## config.mk

```make
export PLATFORM = sky130hd
export DESIGN_NAME = systolic_ctrl_flat
export DESIGN_NICKNAME = d
export VERILOG_FILES = /design/src/rtl/systolic_ctrl_if.sv /design/src/rtl/systolic_ctrl.sv /design/src/flat_wrapper.sv
export SDC_FILE = /design/constraint.sdc
export NUM_CORES = 1
export LEC_CHECK = 0
export CAP_MARGIN = 40
export CORE_UTILIZATION = 39
export DETAILED_ROUTE_END_ITERATION = 8
export GPL_TIMING_DRIVEN = 0
export PLACE_DENSITY = 0.82
export SLEW_MARGIN = 0
export SYNTH_ARGS = -nofsm -noshare
export SYNTH_HDL_FRONTEND = slang
export SYNTH_SLANG_ARGS = --single-unit
```

## constraint.sdc

```tcl
create_clock -name clk -period 1.9 [get_ports clk]
set_clock_uncertainty 0.05 [all_clocks]
set_input_delay 0.19 -clock clk [delete_from_list [all_inputs] [get_ports clk]]
set_output_delay 0.19 -clock clk [all_outputs]
set_load 0.01 [all_outputs]
```

## src/rtl/systolic_ctrl_if.sv

```systemverilog
// Control, status and buffer-port bundle between systolic_ctrl and its surroundings.
// The reuse_weights input exists only when SYSTOLIC_CTRL_WREUSE_EN is defined.
interface systolic_ctrl_if #(
  parameter int unsigned N  = 4,
  parameter int unsigned MW = 8
);
  localparam int unsigned AW = $clog2(N);

  logic              start;
  logic [MW-1:0]     num_vectors;
  logic              busy;
  logic              done;
  logic              weight_rd_en;
  logic [AW-1:0]     weight_rd_addr;
  logic [N-1:0]      weight_en;
  logic              act_rd_en;
  logic [MW-1:0]     act_rd_addr;
  logic [N*32-1:0]   act_rd_data;
  logic [N*32-1:0]   act_west;
  logic              compute;
  logic [N-1:0]      out_col_valid;
`ifdef SYSTOLIC_CTRL_WREUSE_EN
  logic              reuse_weights;

  modport slave (
    input  start, num_vectors, reuse_weights, act_rd_data,
    output busy, done, weight_rd_en, weight_rd_addr, weight_en, act_rd_en, act_rd_addr,
           act_west, compute, out_col_valid
  );
  modport master (
    output start, num_vectors, reuse_weights, act_rd_data,
    input  busy, done, weight_rd_en, weight_rd_addr, weight_en, act_rd_en, act_rd_addr,
           act_west, compute, out_col_valid
  );
`else
  modport slave (
    input  start, num_vectors, act_rd_data,
    output busy, done, weight_rd_en, weight_rd_addr, weight_en, act_rd_en, act_rd_addr,
           act_west, compute, out_col_valid
  );
  modport master (
    output start, num_vectors, act_rd_data,
    input  busy, done, weight_rd_en, weight_rd_addr, weight_en, act_rd_en, act_rd_addr,
           act_west, compute, out_col_valid
  );
`endif
endinterface

```

## src/rtl/systolic_ctrl.sv

```systemverilog
// Sequencer for an NxN weight-stationary systolic array: weight load, skewed activation
// streaming, drain and south-edge valid flags. SYSTOLIC_CTRL_WREUSE_EN enables weight reuse.
module systolic_ctrl #(
  parameter int unsigned N  = 4,
  parameter int unsigned MW = 8
) (
  input logic            clk,
  input logic            rst_n,
  systolic_ctrl_if.slave ctl_io
);
  localparam int unsigned AW   = $clog2(N);
  localparam int unsigned CntW = (MW > $clog2(2 * N)) ? MW : $clog2(2 * N);

  typedef enum logic [2:0] {StIdle, StLoadW, StStream, StDrain, StDone} state_e;

  state_e          state_q, state_d;
  logic [CntW-1:0] cnt_q, cnt_d;
  logic [MW-1:0]   num_q, num_d;
  // Bits 0..N-1 gate the skewed lanes, bits N..2N-1 are the south-edge column valids.
  logic [2*N-1:0]  vld_q;
  logic            skip_load;

`ifdef SYSTOLIC_CTRL_WREUSE_EN
  logic loaded_q, loaded_d;
  assign skip_load = ctl_io.reuse_weights & loaded_q;
`else
  assign skip_load = 1'b0;
`endif

  always_comb begin
    state_d                = state_q;
    cnt_d                  = cnt_q;
    num_d                  = num_q;
    ctl_io.busy            = (state_q != StIdle);
    ctl_io.done            = 1'b0;
    ctl_io.weight_rd_en    = 1'b0;
    ctl_io.weight_rd_addr  = '0;
    ctl_io.weight_en       = '0;
    ctl_io.act_rd_en       = 1'b0;
    ctl_io.act_rd_addr     = '0;
    ctl_io.compute         = 1'b0;
`ifdef SYSTOLIC_CTRL_WREUSE_EN
    loaded_d               = loaded_q;
`endif
    unique case (state_q)
      StIdle: begin
        if (ctl_io.start) begin
          num_d = ctl_io.num_vectors;
          cnt_d = '0;
          if (!skip_load)                       state_d = StLoadW;
          else if (ctl_io.num_vectors == '0)    state_d = StDone;
          else                                  state_d = StStream;
        end
      end
      StLoadW: begin
        // Row i is read in step i and latched into the PEs one step later.
        if (cnt_q < CntW'(N)) begin
          ctl_io.weight_rd_en   = 1'b1;
          ctl_io.weight_rd_addr = cnt_q[AW-1:0];
        end
        for (int r = 0; r < N; r++) ctl_io.weight_en[r] = (cnt_q == CntW'(r + 1));
        if (cnt_q == CntW'(N)) begin
          cnt_d   = '0;
          state_d = (num_q == '0) ? StDone : StStream;
`ifdef SYSTOLIC_CTRL_WREUSE_EN
          loaded_d = 1'b1;
`endif
        end else begin
          cnt_d = cnt_q + CntW'(1);
        end
      end
      StStream: begin
        ctl_io.act_rd_en   = 1'b1;
        ctl_io.act_rd_addr = cnt_q[MW-1:0];
        ctl_io.compute     = 1'b1;
        if (cnt_q == CntW'(num_q) - CntW'(1)) begin
          cnt_d   = '0;
          state_d = StDrain;
        end else begin
          cnt_d = cnt_q + CntW'(1);
        end
      end
      StDrain: begin
        ctl_io.compute = 1'b1;
        if (cnt_q == CntW'(2 * N - 1)) begin
          cnt_d   = '0;
          state_d = StDone;
        end else begin
          cnt_d = cnt_q + CntW'(1);
        end
      end
      StDone: begin
        ctl_io.done = 1'b1;
        state_d     = StIdle;
      end
      default: state_d = StIdle;
    endcase
  end

  always_ff @(posedge clk or negedge rst_n) begin
    if (!rst_n) begin
      state_q  <= StIdle;
      cnt_q    <= '0;
      num_q    <= '0;
      vld_q    <= '0;
`ifdef SYSTOLIC_CTRL_WREUSE_EN
      loaded_q <= 1'b0;
`endif
    end else begin
      state_q  <= state_d;
      cnt_q    <= cnt_d;
      num_q    <= num_d;
      vld_q    <= {vld_q[2*N-2:0], ctl_io.act_rd_en};
`ifdef SYSTOLIC_CTRL_WREUSE_EN
      loaded_q <= loaded_d;
`endif
    end
  end

  assign ctl_io.out_col_valid = vld_q[2*N-1:N];
  assign ctl_io.act_west[31:0] = vld_q[0] ? ctl_io.act_rd_data[31:0] : 32'd0;

  // Lane r is delayed by r registers; bubbles are forced to zero by the valid token.
  for (genvar r = 1; r < N; r++) begin : g_lane
    logic [31:0] pipe_q [r];

    always_ff @(posedge clk or negedge rst_n) begin
      if (!rst_n) begin
        for (int s = 0; s < r; s++) pipe_q[s] <= '0;
      end else begin
        pipe_q[0] <= ctl_io.act_rd_data[32*r +: 32];
        for (int s = 1; s < r; s++) pipe_q[s] <= pipe_q[s-1];
      end
    end

    assign ctl_io.act_west[32*r +: 32] = vld_q[r] ? pipe_q[r-1] : 32'd0;
  end
endmodule

```

## src/flat_wrapper.sv

```systemverilog
// flat-port wrapper written by rule: the top's interface ports become plain ports
module systolic_ctrl_flat 
#(
  parameter int unsigned N  = 4,
  parameter int unsigned MW = 8
)
  (clk, rst_n, ctl_io_start, ctl_io_num_vectors, ctl_io_act_rd_data, ctl_io_busy, ctl_io_done, ctl_io_weight_rd_en, ctl_io_weight_rd_addr, ctl_io_weight_en, ctl_io_act_rd_en, ctl_io_act_rd_addr, ctl_io_act_west, ctl_io_compute, ctl_io_out_col_valid);
  systolic_ctrl_if #(.N(N), .MW(MW)) ctl_io_i ();
  input logic clk;
  input logic rst_n;
  input wire logic [$bits(ctl_io_i.start)-1:0] ctl_io_start;
  input wire logic [$bits(ctl_io_i.num_vectors)-1:0] ctl_io_num_vectors;
  input wire logic [$bits(ctl_io_i.act_rd_data)-1:0] ctl_io_act_rd_data;
  output wire logic [$bits(ctl_io_i.busy)-1:0] ctl_io_busy;
  output wire logic [$bits(ctl_io_i.done)-1:0] ctl_io_done;
  output wire logic [$bits(ctl_io_i.weight_rd_en)-1:0] ctl_io_weight_rd_en;
  output wire logic [$bits(ctl_io_i.weight_rd_addr)-1:0] ctl_io_weight_rd_addr;
  output wire logic [$bits(ctl_io_i.weight_en)-1:0] ctl_io_weight_en;
  output wire logic [$bits(ctl_io_i.act_rd_en)-1:0] ctl_io_act_rd_en;
  output wire logic [$bits(ctl_io_i.act_rd_addr)-1:0] ctl_io_act_rd_addr;
  output wire logic [$bits(ctl_io_i.act_west)-1:0] ctl_io_act_west;
  output wire logic [$bits(ctl_io_i.compute)-1:0] ctl_io_compute;
  output wire logic [$bits(ctl_io_i.out_col_valid)-1:0] ctl_io_out_col_valid;
  assign ctl_io_i.start = ctl_io_start;
  assign ctl_io_i.num_vectors = ctl_io_num_vectors;
  assign ctl_io_i.act_rd_data = ctl_io_act_rd_data;
  assign ctl_io_busy = ctl_io_i.busy;
  assign ctl_io_done = ctl_io_i.done;
  assign ctl_io_weight_rd_en = ctl_io_i.weight_rd_en;
  assign ctl_io_weight_rd_addr = ctl_io_i.weight_rd_addr;
  assign ctl_io_weight_en = ctl_io_i.weight_en;
  assign ctl_io_act_rd_en = ctl_io_i.act_rd_en;
  assign ctl_io_act_rd_addr = ctl_io_i.act_rd_addr;
  assign ctl_io_act_west = ctl_io_i.act_west;
  assign ctl_io_compute = ctl_io_i.compute;
  assign ctl_io_out_col_valid = ctl_io_i.out_col_valid;
  systolic_ctrl #(.N(N), .MW(MW)) u_core (.clk(clk), .rst_n(rst_n), .ctl_io(ctl_io_i));
endmodule
```

==> reports/qor.yml, run 1 <==
die:
  ioPinCount: 290
  die_h_um: 139
  die_width_um: 139
  row_count: 49
  start_util: 0.403
  die_area_sq_um: 19400
  core_area_sq_um: 18200
detailed_routing:
  first_pass_iters: 8
  post_drt_wl_per_cell_um: 17.3
  num_vias: 5012
  viasPerCell: 4.56
  wirelength_um: 19000
  ant_nets: 0
  remaining_drc_errors: 18
  drt_iter0_markers: 189
synth:
  synth_area_sq_um: 7330
  avgSynthCellArea_sq_um: 14.8
  synthArstFlopShare: 1.00
  synth_edf_count: 0
  synth_seq_cells: 219
  ys.flop_type: "dfrtp_1"
  yosysSeqAreaShare: 0.747
  yosysUniqueCellTypes: 48
  syn_nets: 642
  synthCells: 497
  synth_warnings: 0
setup_path:
  slowest_stage: "dfrtp_2"
  path_buf_inv: 2
  cp.required_ns: 1.66
  critPathLaunchType: "flip-flop"
  crit_path_max_incr_delay_ns: 0.46
  critPathCaptureType: "output pin"
  cp_top_family: "simple AND/OR/NAND/NOR gates"
  path_max_fanout: 5
  critPathKind: "reg -> out"
  cp.depth: 6
  r2r.worst_path.cells: 9
  arrival_ns: 1.88
  crit_chain: "nor3_4, and3b_2, nand2_4, buf_6, nor3_4, buf_2"
  crit_top_cell: "nor3_4"
place:
  gp_congestion: 0.832
  pre_cts_slack_ns: -0.392
  dp_hpwl_um: 12800
  port_buffers: 289
cts:
  cts_buffer_depth: 3
  cts-htree-levels: 1
  cts_tree: "done"
  insertion_delay_ns: 0.49
  clkTransAtPathRegs_ns: 0.06
  cts_buffers: 23
  root_buffer: "clkbuf_16"
  clkSinkCount: 219
timing:
  fin_crit_sh: 1.11
  fin_hold_ws_ns: 0.0843
  slew_headroom: 0.466
  rsz0062_at_grt: "true"
  finalHoldViolCount: 0
  period_needed_ns: 2.12
  setup_viol_count_final: 15
  max_freq_mhz: 472
  slew_violations: 0
  tightest_slew_ns: 0.801
  final.setup.worst_slack_ns: -0.217
layout:
  syn2layout_area_growth_pct: 60.4
  drive_above_1_share: 0.245
  layout_common_cells: "205 x dfrtp_1, 142 x clkdlybuf4s50_1, 129 x and2_1"
  layout_commonest_cell: "dfrtp_1"
  fin_nets: 1004
  diodes: 0
run_status:
  violations: "design-rule violations, negative setup slack"
  status: "complete, but fails checks"
power:
  leakage_nw: 5.70
  peakVddDrop_mv: 0.850
  power_density_nw_per_um2: 1270
global_route:
  grt_pass1_vias: 5354
  track_usage: 0.198
  overflow: 0
  grt_max_degree: 112
  antenna_found_initial: 0
  grt_pass1_wl_um: 29400
job:
  max_cap_viol_count: 0
worst_hold_path:
  min_path_cells: 1
  worst_hold_path_type: "in -> reg"
[kinds of logic after synthesis]
kind of cell,count (synthesis),share of synthesized area
flip-flops,219,0.747
buffers and inverters,33,0.0213
XOR/XNOR,10,0.0119
AND/OR/NAND/NOR,190,0.157
AO/OA/AOI/OAI,31,0.0391
multiplexers,8,0.0126
adder cells (fa/ha/maj),6,0.0102
[cells in the mapped netlist (2+ instances only)]
master	number	area, sq um
nand3_1	4	20.0
and3_1	8	50.1
o21ai_0	3	15.0
nor3b_1	2	15.0
a21o_1	2	15.0
and2_1	131	820
nand2b_1	4	25.0
or2_2	4	25.0
nand2_1	8	30.0
buf_4	4	30.0
nor3_1	7	35.0
a21oi_1	2	10.0
o2111ai_1	5	43.8
nor2b_1	2	12.5
buf_6	2	22.5
xnor2_1	8	70.1
mux2_2	6	67.6
o31ai_2	6	75.1
clkbuf_1	14	52.6
xor2_1	2	17.5
inv_1	11	41.3
dfrtp_1	219	5480
buf_2	2	10.0
nor2_1	12	45.0
ha_1	6	75.1
[worst paths after layout]
kind | from | to | slack (ns)
hold / removal | ctl_io_act_rd_data[73] | u_core.g_lane[2].pipe_q[41] | 0.08
max in group asynchronous | rst_n | u_core.cnt_q[4] | 0.52
setup reg to reg | u_core.cnt_q[1] | u_core.cnt_q[7] | -0.07
hold reg to reg | u_core.g_lane[2].pipe_q[54] | u_core.g_lane[2].pipe_q[22] | 0.29
min in group asynchronous | rst_n | u_core.g_lane[2].pipe_q[1] | 0.27
setup / recovery | u_core.cnt_q[6] | ctl_io_weight_rd_addr[0] | -0.22
[metrics by stage]
stage	power, mW	cells	TNS (ns)	instance area (sq um)	utilization
floorplan	7.61	497	0	7340	-
global placement	9.63	1015	-1771.43	10500	0.578
detailed placement	9.73	1016	-4.04	10600	0.580
CTS	14.7	1090	-1.40	11700	0.642
global route	15.6	1100	-2.83	11800	0.646
finish	14.9	1100	-1.55	11800	0.646
[power breakdown]
group          internal [mW]  switching (mW)
logic                   2.70            2.41
clock network           2.61            1.69
registers               5.11           0.360
total                   10.4            4.46
[registers in the layout (all words and copies together) (netlist names)]
signal,count
u_core.num_q,8
u_core.vld_q,8
u_core.cnt_q,8
u_core.state_q,3
u_core.g_lane.pipe_q,192
[area by class of cell]
type	count	area (sq um)
sequential	219	5500
multi-input combinational	245	1920
clock buffer	32	679
clock inverter	5	57.6
tap	229	287
inverter	11	43.8
timing repair buffer	337	3050
fill	1333	6450
buffer	22	228
[what timing repair did]
item	in CTS	in global routing
hold buffers	1	0
hold endpoints to repair	108	0
gates cloned	0	0
pin swaps	21	9
buffers inserted	36	11
gates resized for setup	282	66
endpoints found under the setup margin	155	56
[metal layers]
metal	GRT usage	share of wire
met1	0.237	0.38
met2	0.362	0.53
met3	0.0352	0.057
met4	0.0614	0.026
met5	0	0
Note: power is estimated with default switching activity, not from simulation.
==> run 2: changes to the inputs <==
--- a/config.mk
+++ b/config.mk
@@ -14,3 +14,4 @@
 export SYNTH_ARGS = -nofsm -noshare
 export SYNTH_HDL_FRONTEND = slang
 export SYNTH_SLANG_ARGS = --single-unit
+export TNS_END_PERCENT = 1
==> run 2 against run 1 <==
  * The flow still finishes with violations (design-rule violations, negative setup slack)
  * Die area stayed put
  * Register-to-register slack worse by 0.05 ns
  * Via count fell by 4.3%
  * Non-clock buffer count decreased by 38
  * Design area shrank 2.7%
  * Critical path depth did not move
  * Clock power about the same
  * Sequential cell count unchanged
  * Worst hold slack got worse by 0.0026 ns
==> reports/qor.yml, run 2 (synthesis results as in run 1) <==
power:
  leakage_nw: 5.70
  peakVddDrop_mv: 0.700
  power_density_nw_per_um2: 1230
cts:
  cts_tree: "done"
  insertion_delay_ns: 0.49
  root_buffer: "clkbuf_16"
  clkTransAtPathRegs_ns: 0.06
  cts_buffer_depth: 3
  cts-htree-levels: 1
  cts_buffers: 23
  clkSinkCount: 219
global_route:
  grt_pass1_vias: 5083
  overflow: 0
  grt_max_degree: 112
  antenna_found_initial: 1
  track_usage: 0.189
  grt_pass1_wl_um: 28200
setup_path:
  cp.required_ns: 1.66
  critPathCaptureType: "output pin"
  critPathKind: "reg -> out"
  critPathLaunchType: "flip-flop"
  r2r_slack_ns: -0.12
  path_max_fanout: 5
  arrival_ns: 1.80
detailed_routing:
  first_pass_iters: 8
  ant_nets: 0
  drt_iter0_markers: 175
  post_drt_wl_per_cell_um: 17.1
  wirelength_um: 18200
  num_vias: 4796
  viasPerCell: 4.51
  remaining_drc_errors: 18
run_status:
  violations: "design-rule violations, negative setup slack"
  status: "complete, but fails checks"
layout:
  layout_common_cells: "205 x dfrtp_1, 141 x clkdlybuf4s50_1, 128 x and2_1"
  multi_input_area_sq_um: 1830
  seqCellArea_sq_um: 5500
  layout_commonest_cell: "dfrtp_1"
  nFillCells: 1379
  largest_register_ffs: 192
  drive_above_1_share: 0.178
  regMostFlops: "u_core.g_lane.pipe_q"
  syn2layout_area_growth_pct: 56.1
  fin_nets: 966
die:
  row_count: 49
  start_util: 0.403
  die_h_um: 139
  core_area_sq_um: 18200
  die_width_um: 139
  ioPinCount: 290
  die_area_sq_um: 19400
worst_hold_path:
  worst_hold_path_type: "in -> reg"
timing:
  rsz0062_at_grt: "true"
  tightest_slew_ns: 0.820
  slew_violations: 0
  final.setup.worst_slack_ns: -0.142
  setup_viol_count_final: 16
  period_needed_ns: 2.04
  slew_headroom: 0.453
  finalHoldViolCount: 0
  finalSetupTns_ns: -1.74
  max_freq_mhz: 490
  fin_hold_ws_ns: 0.0817
  fin_crit_sh: 1.07
place:
  dp_hpwl_um: 12800
  port_buffers: 289
  gp_congestion: 0.832
job:
  max_cap_viol_count: 0
==> run 2: cell types whose count changed in the layout (fill, tap and decap cells not counted), sizes merged <==
| cell | before | now |
|---|---|---|
| clkbuf | 69 | 53 |
| diode | 0 | 1 |
| clkdlybuf4s50 | 142 | 141 |
| clkdlybuf4s15 | 23 | 2 |
| dlygate4sd2 | 90 | 124 |
| dlymetal6s2s | 2 | 7 |
| buf | 64 | 25 |
==> run 2: repair_timing <==
item                                    4_1_cts  5_1_grt
cloned                                        0        0
hold buffers                                  1        0
gates resized for setup                     229       49
endpoints found under the setup margin      155       28
buffers inserted                              5        4
endpoints found under the hold margin       108        0
pin swaps                                     6        9
==> run 2: layer usage <==
metal | GRT usage | wire length (um)
met5 | 0 | 0
met2 | 0.341 | 9690
met3 | 0.0359 | 927
met1 | 0.228 | 7250
met4 | 0.0614 | 363
==> run 2: worst max-delay path: stages, from the launching register on <==
cell	delay [ns]
dfrtp_2	0.47
nor2_4	0.15
and3b_2	0.25
nand2_4	0.08
nor2_4	0.12
and2_1	0.12
buf_2	0.12
==> run 2: worst paths after layout <==
check,from,end,cells past startpoint
max,u_core.cnt_q[7],ctl_io_weight_en[0],6
min,ctl_io_act_rd_data[105],u_core.g_lane[3].pipe_q[73],1
max reg2reg,u_core.cnt_q[1],u_core.cnt_q[5],9
min reg2reg,u_core.g_lane[3].pipe_q[89],u_core.g_lane[3].pipe_q[57],0
max in group asynchronous,rst_n,u_core.state_q[1],3
min in group asynchronous,rst_n,u_core.g_lane[2].pipe_q[1],2
==> run 2: through the flow <==
stage               area (sq um)   util  cells  total power [mW]  setup slack, ns
floorplan                   7340      -    497              7.61         0.000367
finish                     11400  0.629   1063              14.1           -0.142
global placement           10500  0.578   1015              9.63            -8.08
CTS                        11300  0.623   1059              14.0           -0.236
global route               11400  0.629   1063              14.8           -0.232
detailed placement         10600  0.580   1016              9.73           -0.392
==> run 2: final cells by class <==
| type | count | area share |
|---|---|---|
| Sequential cell | 219 | 0.480 |
| Antenna cell | 1 | 0.000219 |
| Clock buffer | 32 | 0.0593 |
| Tap cell | 229 | 0.0250 |
| Multi-Input combinational cell | 245 | 0.160 |
| Buffer | 21 | 0.0202 |
| Inverter | 11 | 0.00404 |
| Clock inverter | 5 | 0.00503 |
| Timing Repair Buffer | 300 | 0.246 |
==> run 2: power breakdown <==
| part | internal, mW | total (mW) | switching (mW) |
|---|---|---|---|
| Sequential | 5.11 | 5.51 | 0.401 |
| Clock | 2.61 | 4.29 | 1.68 |
| Combinational | 2.23 | 4.30 | 2.07 |
| Total | 9.95 | 14.1 | 4.16 |
==> run 3: changes to the inputs <==
--- a/config.mk
+++ b/config.mk
@@ -9,8 +9,8 @@
 export CORE_UTILIZATION = 39
 export DETAILED_ROUTE_END_ITERATION = 8
 export GPL_TIMING_DRIVEN = 0
-export PLACE_DENSITY = 0.82
-export SLEW_MARGIN = 0
+export PLACE_DENSITY = 0.76
+export SLEW_MARGIN = 10
 export SYNTH_ARGS = -nofsm -noshare
 export SYNTH_HDL_FRONTEND = slang
 export SYNTH_SLANG_ARGS = --single-unit
==> run 3 against run 2 <==
  * The run still ends with design-rule violations, negative setup slack left
  * Sequential share of layout area shrank 0.063 points
  * Clock-buffer cell count shrank 2
  * Total power shrank 0.69%
  * Sequential power about the same
  * Largest cell class unchanged
==> reports/qor.yml, run 3 (synthesis results as in run 1) <==
run_status:
  status: "complete, but fails checks"
  violations: "design-rule violations, negative setup slack"
setup_path:
  r2r_slack_ns: -0.11
  crit_chain: "buf_6, nor3_4, and3b_2, nand2_4, nor2_4, clkdlybuf4s15_1"
  cp.required_ns: 1.66
  rr_endpoint: "u_core.cnt_q[4]"
  r2r-start: "u_core.cnt_q[1]"
  crit_path_max_incr_delay_ns: 0.37
  arrival_ns: 1.84
  path_max_fanout: 4
  critPathCaptureType: "output pin"
  critPathKind: "reg -> out"
  critPathLaunchType: "flip-flop"
  r2r.worst_path.cells: 6
  slowest_stage: "dfrtp_1"
timing:
  tightest_slew_ns: 0.442
  finalHoldViolCount: 0
  slew_violations: 0
  fin_hold_ws_ns: 0.0849
  rsz0062_at_grt: "true"
  period_needed_ns: 2.08
  setup_viol_count_final: 17
  max_freq_mhz: 481
  slew_headroom: 0.705
  finalSetupTns_ns: -1.60
  final.setup.worst_slack_ns: -0.178
  fin_crit_sh: 1.09
power:
  leakage_nw: 5.79
  power_frac_seq: 0.394
  power_density_nw_per_um2: 1220
  pwr-share-clk: 0.296
  peakVddDrop_mv: 0.826
  design_power_total_mw: 14.0
  switching_share: 0.298
  pwr-share-comb: 0.310
  intPower_mw: 9.84
  p_switching_mw: 4.17
global_route:
  overflow: 0
  grt_pass1_wl_um: 27600
  grt_pass1_vias: 4899
  track_usage: 0.183
  antenna_found_initial: 0
  grt_max_degree: 92
layout:
  syn2layout_area_growth_pct: 56.3
  seqCellArea_sq_um: 5500
  regMostFlops: "u_core.g_lane.pipe_q"
  layout_common_cells: "205 x dfrtp_1, 141 x clkdlybuf4s50_1, 130 x and2_1"
  fin_nets: 966
  layout_commonest_cell: "dfrtp_1"
  largest_register_ffs: 192
  utilization: 0.630
  finalInstanceArea_sq_um: 11500
  drive_above_1_share: 0.168
  diodes: 0
  nFillCells: 1397
  multi_input_area_sq_um: 1810
cts:
  insertion_delay_ns: 0.49
  cts_buffer_depth: 3
  clkTransAtPathRegs_ns: 0.06
  cts-htree-levels: 1
  cts_buffers: 22
  cts_tree: "done"
  root_buffer: "clkbuf_16"
  clkSinkCount: 219
detailed_routing:
  wirelength_um: 17600
  ant_nets: 0
  viasPerCell: 4.49
  first_pass_iters: 6
  remaining_drc_errors: 20
  num_vias: 4766
  post_drt_wl_per_cell_um: 16.5
  drt_iter0_markers: 180
place:
  dp_hpwl_um: 12600
  gp_congestion: 0.795
  dpl_cell_area_sq_um: 10600
  port_buffers: 289
die:
  ioPinCount: 290
  start_util: 0.403
  die_area_sq_um: 19400
  row_count: 49
  die_h_um: 139
  die_width_um: 139
  core_area_sq_um: 18200
worst_hold_path:
  min_path_cells: 1
  min-delay-start: "ctl_io_act_rd_data[48]"
  worst_hold_path_type: "in -> reg"
  worstHoldEndpoint: "u_core.g_lane[1].pipe_q[16]"
job:
  max_cap_viol_count: 0
run 3: worst max path at each step:
stage	startpoint	to	slack, ns	cells after the start
after detailed placement	u_core.cnt_q[3]	ctl_io_weight_en[0]	-0.37	7
final	u_core.cnt_q[3]	ctl_io_weight_rd_en	-0.18	6
after global placement	rst_n	u_core.g_lane[2].pipe_q[5]	-8.14	1
after global routing	u_core.cnt_q[3]	ctl_io_weight_en[1]	-0.26	7
after CTS	u_core.cnt_q[3]	ctl_io_weight_en[0]	-0.25	7
after floorplan	u_core.num_q[0]	u_core.cnt_q[4]	0.0004	8
run 3: through the flow:
| stage | cells | setup WS (ns) |
|---|---|---|
| after floorplan | 497 | 0.000367 |
| after global placement | 1015 | -8.14 |
| after detailed placement | 1017 | -0.369 |
| after CTS | 1059 | -0.246 |
| after global routing | 1062 | -0.258 |
| final | 1062 | -0.178 |
run 3: layout make-up:
type                       count  area share
sequential                   219       0.480
buffer                        22      0.0210
timing repair buffer         300       0.251
multi-input combinational    245       0.158
clock buffer                  30      0.0560
inverter                      11     0.00382
tap                          229      0.0250
clock inverter                 6     0.00557
run 3: power groups by stage:
stage | combinational (mW) | clock [mW] | sequential (mW)
floorplan | 2.20 | 0 | 5.41
global placement | 4.15 | 0 | 5.52
detailed placement | 4.24 | 0 | 5.53
CTS | 4.23 | 4.27 | 5.50
global route | 4.69 | 4.47 | 5.57
finish | 4.34 | 4.15 | 5.51
run 3: repair_timing:
action | CTS | global route
hold buffers | 1 | 0
buffers inserted | 5 | 3
gates resized for setup | 220 | 53
endpoints found under the hold margin | 106 | 0
setup endpoints to repair | 154 | 45
pin swaps | 11 | 3
run 3: layer usage:
metal	vias to the layer above	GRT usage	part of all wire
li1	2247	-	-
met1	2316	0.238	0.41
met2	173	0.316	0.51
met3	30	0.0369	0.058
met4	0	0.0421	0.021
met5	-	0	0
run 3: critical path: cells and delay by family, from the launching register on:
kind	cells	cell delay, ns
buffers and inverters	2	0.38
and+or+nand+nor	4	0.59
DFF	1	0.37
